## src/rtl/uart_pkg.sv

```systemverilog
// uart_pkg -- shared UART definitions.
//   RX FSM state encoding (3-bit, same encoding style as the TX side),
//   parity type constants and the supported oversampling ratios.
package uart_pkg;

   localparam logic [2:0] RX_IDLE   = 3'd0;
   localparam logic [2:0] RX_START  = 3'd1;
   localparam logic [2:0] RX_DATA   = 3'd2;
   localparam logic [2:0] RX_PARITY = 3'd3;
   localparam logic [2:0] RX_STOP   = 3'd4;

   localparam logic PAR_EVEN = 1'b0;
   localparam logic PAR_ODD  = 1'b1;

   localparam int PRESCALE_8  = 8;
   localparam int PRESCALE_16 = 16;
   localparam int PRESCALE_32 = 32;

endpackage

```

## src/rtl/uart_rx_sampler.sv

```systemverilog
// uart_rx_sampler -- three-point oversampler with majority vote.
//   CLK, RST     : clock, synchronous active-low reset
//   RX_IN        : serial line (idle high)
//   edge_cnt     : position inside the current bit period (0..prescale-1)
//   prescale     : latched oversampling ratio (8/16/32)
//   sampled_bit  : majority of the three mid-bit samples; valid from
//                  edge_cnt = prescale/2+2 until the end of the bit
module uart_rx_sampler (
   input  logic       CLK,
   input  logic       RST,
   input  logic       RX_IN,
   input  logic [5:0] edge_cnt,
   input  logic [5:0] prescale,
   output logic       sampled_bit
);

   logic [5:0] half;
   logic [2:0] smp;

   assign half = prescale >> 1;

   // Samples straddle the bit centre: P/2-1, P/2, P/2+1.
   always_ff @(posedge CLK) begin
      if (!RST) begin
         smp <= 3'b111;
      end else begin
         if (edge_cnt == half - 6'd1) smp[0] <= RX_IN;
         if (edge_cnt == half)        smp[1] <= RX_IN;
         if (edge_cnt == half + 6'd1) smp[2] <= RX_IN;
      end
   end

   assign sampled_bit = (smp[0] & smp[1]) | (smp[0] & smp[2]) | (smp[1] & smp[2]);

endmodule

```

## src/rtl/uart_rx_frame.sv

```systemverilog
// uart_rx_frame -- UART receiver: start-bit detection with glitch rejection,
// majority-voted LSB-first deserialisation, optional parity and stop checks.
//   CLK, RST      : clock, synchronous active-low reset
//   RX_IN         : serial line, idle high, already synchronised
//   Prescale      : oversampling ratio (16/32, anything else means 8)
//   PAR_EN        : frame carries a parity bit
//   PAR_TYP       : 0 even, 1 odd
//   P_DATA        : last correctly received word (held between frames)
//   data_valid    : 1-cycle strobe, P_DATA just updated
//   parity_error  : 1-cycle strobe, parity mismatch (stop bit was good)
//   stop_error    : 1-cycle strobe, stop bit sampled 0
module uart_rx_frame
   import uart_pkg::*;
#(
   parameter int DATA_WIDTH     = 8,
   parameter int PRESCALE_WIDTH = 6
) (
   input  logic                      CLK,
   input  logic                      RST,
   input  logic                      RX_IN,
   input  logic [PRESCALE_WIDTH-1:0] Prescale,
   input  logic                      PAR_EN,
   input  logic                      PAR_TYP,
   output logic [DATA_WIDTH-1:0]     P_DATA,
   output logic                      data_valid,
   output logic                      parity_error,
   output logic                      stop_error
);

   localparam int BIT_W = (DATA_WIDTH > 1) ? $clog2(DATA_WIDTH) : 1;

   logic [2:0]            state;
   logic [5:0]            edge_cnt;
   logic [5:0]            presc;
   logic [5:0]            presc_in;
   logic [BIT_W-1:0]      bit_cnt;
   logic [DATA_WIDTH-1:0] shreg;
   logic                  par_en_q;
   logic                  par_typ_q;
   logic                  par_bad;
   logic                  sampled_bit;
   logic                  bit_end;
   logic                  vote_ready;
   logic                  par_exp;

   always_comb begin
      presc_in = 6'(PRESCALE_8);
      if (Prescale == PRESCALE_WIDTH'(PRESCALE_16)) presc_in = 6'(PRESCALE_16);
      if (Prescale == PRESCALE_WIDTH'(PRESCALE_32)) presc_in = 6'(PRESCALE_32);
   end

   assign bit_end    = (edge_cnt == presc - 6'd1);
   // First cycle in which all three samples of the current bit are in.
   assign vote_ready = (edge_cnt == (presc >> 1) + 6'd2);
   assign par_exp    = (^shreg) ^ (par_typ_q == PAR_ODD);

   uart_rx_sampler u_sampler (
      .CLK         (CLK),
      .RST         (RST),
      .RX_IN       (RX_IN),
      .edge_cnt    (edge_cnt),
      .prescale    (presc),
      .sampled_bit (sampled_bit)
   );

   always_ff @(posedge CLK) begin
      if (!RST) begin
         state        <= RX_IDLE;
         edge_cnt     <= '0;
         bit_cnt      <= '0;
         shreg        <= '0;
         presc        <= 6'(PRESCALE_8);
         par_en_q     <= 1'b0;
         par_typ_q    <= 1'b0;
         par_bad      <= 1'b0;
         P_DATA       <= '0;
         data_valid   <= 1'b0;
         parity_error <= 1'b0;
         stop_error   <= 1'b0;
      end else begin
         data_valid   <= 1'b0;
         parity_error <= 1'b0;
         stop_error   <= 1'b0;
         edge_cnt     <= bit_end ? 6'd0 : edge_cnt + 6'd1;

         case (state)
            RX_IDLE: begin
               edge_cnt <= '0;
               bit_cnt  <= '0;
               par_bad  <= 1'b0;
               if (!RX_IN) begin
                  state     <= RX_START;
                  presc     <= presc_in;
                  par_en_q  <= PAR_EN;
                  par_typ_q <= PAR_TYP;
               end
            end
            RX_START: begin
               // A start bit that votes high was a glitch: drop back silently.
               if (vote_ready && sampled_bit) begin
                  state    <= RX_IDLE;
                  edge_cnt <= '0;
               end else if (bit_end) begin
                  state   <= RX_DATA;
                  bit_cnt <= '0;
               end
            end
            RX_DATA: begin
               if (bit_end) begin
                  shreg[bit_cnt] <= sampled_bit;
                  if (bit_cnt == BIT_W'(DATA_WIDTH - 1))
                     state <= par_en_q ? RX_PARITY : RX_STOP;
                  else
                     bit_cnt <= bit_cnt + 1'b1;
               end
            end
            RX_PARITY: begin
               if (bit_end) begin
                  par_bad <= (sampled_bit != par_exp);
                  state   <= RX_STOP;
               end
            end
            RX_STOP: begin
               if (bit_end) begin
                  if (!sampled_bit) begin
                     stop_error <= 1'b1;
                  end else if (par_bad) begin
                     parity_error <= 1'b1;
                  end else begin
                     data_valid <= 1'b1;
                     P_DATA     <= shreg;
                  end
                  par_bad <= 1'b0;
                  // The sample just taken is the first of the next bit: a low
                  // line is already the next start bit.
                  state   <= RX_IN ? RX_IDLE : RX_START;
               end
            end
            default: state <= RX_IDLE;
         endcase
      end
   end

endmodule

```

## config.mk

```make
export PLATFORM = sky130hd
export DESIGN_NAME = uart_rx_frame
export DESIGN_NICKNAME = d
export VERILOG_FILES = /design/src/rtl/uart_pkg.sv /design/src/rtl/uart_rx_sampler.sv /design/src/rtl/uart_rx_frame.sv
export SDC_FILE = /design/constraint.sdc
export NUM_CORES = 1
export LEC_CHECK = 0
export CELL_PAD_IN_SITES_DETAIL_PLACEMENT = 1
export CELL_PAD_IN_SITES_GLOBAL_PLACEMENT = 1
export CORE_MARGIN = 2
export CORE_UTILIZATION = 45
export CTS_BUF_LIST = sky130_fd_sc_hd__clkbuf_4 sky130_fd_sc_hd__clkbuf_8
export DETAILED_ROUTE_END_ITERATION = 12
export PLACE_DENSITY_LB_ADDON = 0.1
export SYNTH_ARGS = -nofsm -noshare
export SYNTH_HDL_FRONTEND = slang
export SYNTH_HIERARCHICAL = 1
export SYNTH_SLANG_ARGS = --single-unit
```

## constraint.sdc

```tcl
create_clock -name CLK -period 2.3 [get_ports CLK]
set_input_delay 0.69 -clock CLK [delete_from_list [all_inputs] [get_ports CLK]]
set_output_delay 0.69 -clock CLK [all_outputs]
set_load 0.05 [all_outputs]
```

==> impl_metrics.toml, run 1 <==
[run_status]
status = "finished, final reports clean"

[setup_path]
cp-start-kind = "flip-flop"
crit_slowest_cell = "clkdlybuf4s50_1"
cp.required_ps = 1610
slowest_delay_ps = 810
crit_chain = "clkdlybuf4s50_1"
cp_max_fo = 2
cp_top_family = "buffers and inverters"
setup.worst_path.end_class = "output pin"
cp_data_arrival_time_ps = 1460
crit_type = "flip-flop to output pin"
worst-path-buf-inv = 1

[floorplanning]
io_pins = 22
fp-row-count = 26
fp.dieH_um = 76.0
fp.dieW_um = 76.0
die_area_um2 = 5770
coreArea_um2 = 5040
start_util_pct = 46.3

[logic_synthesis]
synth_edf_count = 0
synth.area.top_cells = "dfxtp_1 (34%), mux2i_1 (10%), xnor2_1 (6.4%)"
async_flop_share_pct = 0
synth_top_area_cell = "dfxtp_1"
synth-seq-cells = 40
synth_area_um2 = 2330
syn_inst = 270
syn-mean-instance-area_um2 = 8.64
ys_seq_area_share_pct = 34.3
synth.distinct_cells = 48
synth_top_area_share_pct = 34.3
synth.most_common_cell = "dfxtp_1"
yosysWarningCount = 6
synth-main-ff-cell = "dfxtp_1"
synthTopCellsByCount = "dfxtp_1 (40), nor2_1 (35), mux2i_1 (24), nand2_1 (24), xnor2_1 (17)"

[power_and_ir_drop]
combPwrFrac_pct = 28.6
vdd_drop_max_uv = 484
powerDensity_nw_per_um2 = 673
seqPwrFrac_pct = 41.1
switching_share_pct = 32.0
clkPwrFrac_pct = 30.3
power.leakage_nw = 1.14
p_sw_mw = 0.603
p_int_mw = 1.28

[place]
dpl_cell_area_um2 = 2690
dp.final_hpwl_um = 4310
place.gp.congestion = 0.792
pre_cts_ws_ps = 203
port_buffers = 21

[timing]
finalHoldViolCount = 0
finalCritPeriodShare_pct = 93.5
fmax_ghz = 0.465
relSlewSlack_pct = 66.3
finalClockSkew_ps = 13.0
period_needed_ps = 2150
fin_tns_setup_ps = 0
rsz0062_at_grt = "no"
worst_pin_slew_ps = 503
setup_ws_ps = 149
maxSlewViolCount = 0
finalSetupViolations = 0

[cts]
cts_buffers = 5
cts_sinks = 40
clockBufferDepth = 2
worstSkewPairLatency_ps = 290
cts.htree.levels = 2
post_cts_buffers = 0
ctsHoldBuffers = 0
cts-root-buf = "clkbuf_8"
cts-resized-gates = 0
cts_tree = "done"
path_clk_slew_ps = 80

[global_routing]
grt_pass1_vias = 2102
grt_use_total_pct = 21.5
grt_pass1_wl_um = 10000
grt_max_degree = 22
antenna_found_initial = 0
grt-ovfl-total = 0

[layout]
antenna_cells = 0
layout-drive-gt1-share_pct = 8.44
nFillCells = 620
area_growth_pct = 20.3
nets = 325
final_area_um2 = 2810

[run]
cap_viol_max_count = 0

[route]
drc = 0
avgViaCountPerCell = 5.19
routed_wl_um = 5780
first_pass_iters = 4
wl_per_cell_um = 15.3
ant_nets = 0
drt_iter0_drc = 69
routed-via-count = 1962

[worst_hold_path]
min_path_type = "flip-flop to flip-flop"
==> cells by family after synthesis <==
| kind of cell | after synthesis | synth area share, % |
|---|---|---|
| compound gates | 30 | 8.69 |
| xor+xnor | 30 | 12.2 |
| fa+ha+maj | 8 | 4.18 |
| buf+inv | 23 | 4.72 |
| flops | 40 | 34.3 |
| mux | 24 | 10.3 |
| other cells | 1 | 0.161 |
| simple gates | 114 | 25.4 |
==> flip-flops by register name, indices dropped and copies added, names as in the netlist <==
register and count:
P_DATA 8, shreg 8, edge_cnt 6, bit_cnt 3
presc 3, state 3, u_sampler/smp 3, data_valid 1
par_bad 1, par_en_q 1, par_typ_q 1, parity_error 1
stop_error 1
==> layout make-up <==
class,instances,area [um2],area share (%)
inverters,8,30.0,1.07
flip-flops and latches,40,801,28.5
clock inverters,3,42.5,1.52
clock buffers,5,68.8,2.45
repair buffers,32,305,10.9
multi-input cells,220,1470,52.4
well taps,70,87.6,3.12
==> power groups by stage <==
stage | clock network [mW] | registers (mW) | logic [mW]
finish | 0.572 | 0.775 | 0.539
global route | 0.619 | 0.784 | 0.605
CTS | 0.583 | 0.775 | 0.543
detailed placement | 0 | 0.792 | 0.535
global placement | 0 | 0.790 | 0.522
floorplan | 0 | 0.773 | 0.411
==> cells in the final DEF, fill, tap and decap left out, types with 2 or more instances in the layout <==
cell type	synthesis	routed
a21oi_1	11	11
xor2_1	11	11
dfxtp_1	40	40
nor3_1	5	5
conb_1	1	14
buf_4	1	10
nand4_1	4	4
nand2_1	24	24
ha_1	7	7
o22a_1	2	2
mux2i_1	24	24
nor4_1	2	2
or3_1	2	2
clkbuf_8	0	5
o211ai_1	2	2
nand3_1	11	11
nand4b_1	3	3
nand3b_1	5	5
and3_1	2	2
nor4_2	3	3
nand2b_1	3	3
a22oi_1	2	2
nor2b_1	5	5
clkdlybuf4s50_1	0	21
inv_1	8	8
xnor2_1	17	17
nor2_1	35	35
o21ai_0	6	6
or4_1	3	3
and2b_1	2	2
==> stage by stage <==
step | power, mW | util (%) | std cells | hold WS [ps]
floorplan | 1.18 | - | 283 | 434
global placement | 1.31 | 53.4 | 370 | 460
detailed placement | 1.33 | 53.4 | 370 | 477
CTS | 1.90 | 55.6 | 378 | 493
global route | 2.01 | 55.6 | 378 | 509
finish | 1.89 | 55.6 | 378 | 489
==> metal layers <==
layer	global-route usage [%]	wire length [um]
met5	0	0
met4	4.55	27
met3	3.91	206
met2	36.6	2800
met1	28.8	2750
==> final timing paths <==
path / startpoint / to / slack, ps / depth (start not counted)
hold reg to reg: par_en_q / par_en_q / 490 / 2
setup reg to reg: presc[3] / P_DATA[1] / 240 / 7
hold / removal: par_en_q / par_en_q / 490 / 2
setup / recovery: P_DATA[5] / P_DATA[5] / 150 / 1
No activity file was read; power rests on OpenSTA's default activity.
==> run 2: changes to the inputs <==
Clock period 2.3 ns to 2 ns, I/O delays scaled along.
==> run 2 against run 1 <==
Net effect: the flow now finishes with violations (setup timing); routed wire length rose by 6.8%; die area unchanged; worst hold slack worse by 3.6 ps; global-route usage rose by 0.75 points; clock power increased by 26%; clock-buffer cell count rose by 1; sequential share of layout area decreased by 1.3 points; setup slack worse by 160 ps; via count grew 4.8%; sequential cell count unchanged; sequential power grew 16%; clock skew is 8.1 ps lower; highest routed layer unchanged.
==> impl_metrics.toml, run 2 (synthesis results as in run 1) <==
[cts]
clockBufferDepth = 2
cts_sinks = 40
cts_buffers = 5
worstSkewPairLatency_ps = 300
cts.htree.levels = 2
cts-root-buf = "clkbuf_8"
path_clk_slew_ps = 80
cts_tree = "done"

[global_routing]
antenna_found_initial = 0
grt_max_degree = 21
grt_use_total_pct = 22.3
grt_pass1_vias = 2074
grt-ovfl-total = 0
grt_pass1_wl_um = 10300

[run_status]
violations = "setup timing"
status = "finished, violations left"

[worst_hold_path]
min_from = "u_sampler/smp[1]"
min_path_type = "flip-flop to flip-flop"
min_to = "u_sampler/smp[1]"
holdPathStages = 2

[layout]
layout-drive-gt1-share_pct = 18.6
multi_input_area_um2 = 1510
nets = 340
layout_common_cells = "dfxtp_1 (38), nor2_1 (35), buf_4 (34)"
layout.cells.non_filler = 393
ff_latch_area_um2 = 803
final_core_util_pct = 58.5
antenna_cells = 0
nFillCells = 614
area_growth_pct = 26.4
final_area_um2 = 2950
final_common_cell = "dfxtp_1"
reg_top3 = "P_DATA: 8 flops, shreg: 8 flops, edge_cnt: 6 flops"

[timing]
fin_tns_setup_ps = -8.00
finalHoldViolCount = 0
rsz0062_at_grt = "yes"
finalSetupViolations = 1
finalCritPeriodShare_pct = 100
finalClockSkew_ps = 4.95
period_needed_ps = 2010
maxSlewViolCount = 0
fmax_ghz = 0.498
setup_ws_ps = -8.00

[setup_path]
cp.required_ps = 2200
slowest_delay_ps = 450
rr_worst_depth = 8
crit_type = "flip-flop to flip-flop"
crit_chain = "inv_2, ha_4, xor2_2, nand4_1, or3_4, buf_6, mux2i_1, nor2_1"
r2r-end = "P_DATA[3]"
timing.rr.start = "presc[3]"
cp_data_arrival_time_ps = 2200
setup.worst_path.end_class = "flip-flop"
reg2reg_slack_ps = -8
cp_max_fo = 5
cp-start-kind = "flip-flop"
crit_slowest_cell = "or3_4"

[route]
avgViaCountPerCell = 5.23
drc = 0
first_pass_iters = 4
routed-via-count = 2056
drt_iter0_drc = 90
ant_nets = 0
wl_per_cell_um = 15.7
routed_wl_um = 6180

[place]
place.gp.congestion = 0.790
pre_cts_ws_ps = -0.415
port_buffers = 21
dpl_cell_area_um2 = 2750
dp.cells = 381
dp.final_hpwl_um = 4520

[floorplanning]
coreArea_um2 = 5040
io_pins = 22
die_area_um2 = 5770
fp-row-count = 26
start_util_pct = 46.3
fp.dieW_um = 76.0
fp.dieH_um = 76.0

[power_and_ir_drop]
power.leakage_nw = 1.25
powerDensity_nw_per_um2 = 788
vdd_drop_max_uv = 504

[run]
cap_viol_max_count = 0
## run 2: worst max path at each step
| stage | startpoint | to | slack, ps | depth (start not counted) |
|---|---|---|---|---|
| 2_1_floorplan | presc[4] | P_DATA[0] | 40 | 8 |
| 3_3_place_gp | Prescale[1] | presc[3] | 20 | 4 |
| 3_5_place_dp | Prescale[1] | presc[3] | -0.4 | 4 |
| 4_1_cts | presc[3] | P_DATA[3] | 10 | 8 |
| 5_1_grt | presc[3] | P_DATA[3] | -60 | 8 |
| 6_report | presc[3] | P_DATA[3] | -8 | 8 |
## run 2: final cells by class
| type | instances | share of cell area (%) |
|---|---|---|
| Tap cell | 70 | 2.97 |
| Inverter | 8 | 1.02 |
| Clock inverter | 2 | 1.32 |
| Clock buffer | 6 | 2.80 |
| Sequential cell | 40 | 27.2 |
| Multi-Input combinational cell | 220 | 51.1 |
| Timing Repair Buffer | 47 | 13.5 |
## run 2: metal layers
layer  GRT usage (%)  vias up  routed length (um)
li1                -     1018                   -
met1            31.0     1007                3140
met2            35.7       23                2840
met3            3.79        8                 129
met4            6.55        0                  69
met5               0        -                   0
## run 2: critical path: cells and delay by family (launching register included)
family	cells	cell delay, ps
adder cells (fa/ha/maj)	1	270
AND/OR/NAND/NOR	3	730
buffers and inverters	2	210
XOR/XNOR	1	150
multiplexers	1	180
flip-flops	1	350
## run 2: repair_timing
item                       in CTS  in global routing
cloned                          1                  0
hold buffers                    0                  0
pin swaps                       4                  5
gates resized for setup         8                  4
buffers inserted                1                  2
setup endpoints to repair      18                 14
## run 2: report_power, final
part           leakage (nW)  switching, mW  total, mW  internal (mW)
clock network        0.0614          0.310      0.719          0.408
logic                 0.861          0.383      0.707          0.324
registers             0.324         0.0579      0.899          0.841
## run 2: per-stage QoR
stage	power, mW	hold slack [ps]
after detailed placement	1.57	468
after global placement	1.55	463
final	2.32	485
after global routing	2.45	517
after CTS	2.30	486
after floorplan	1.36	434
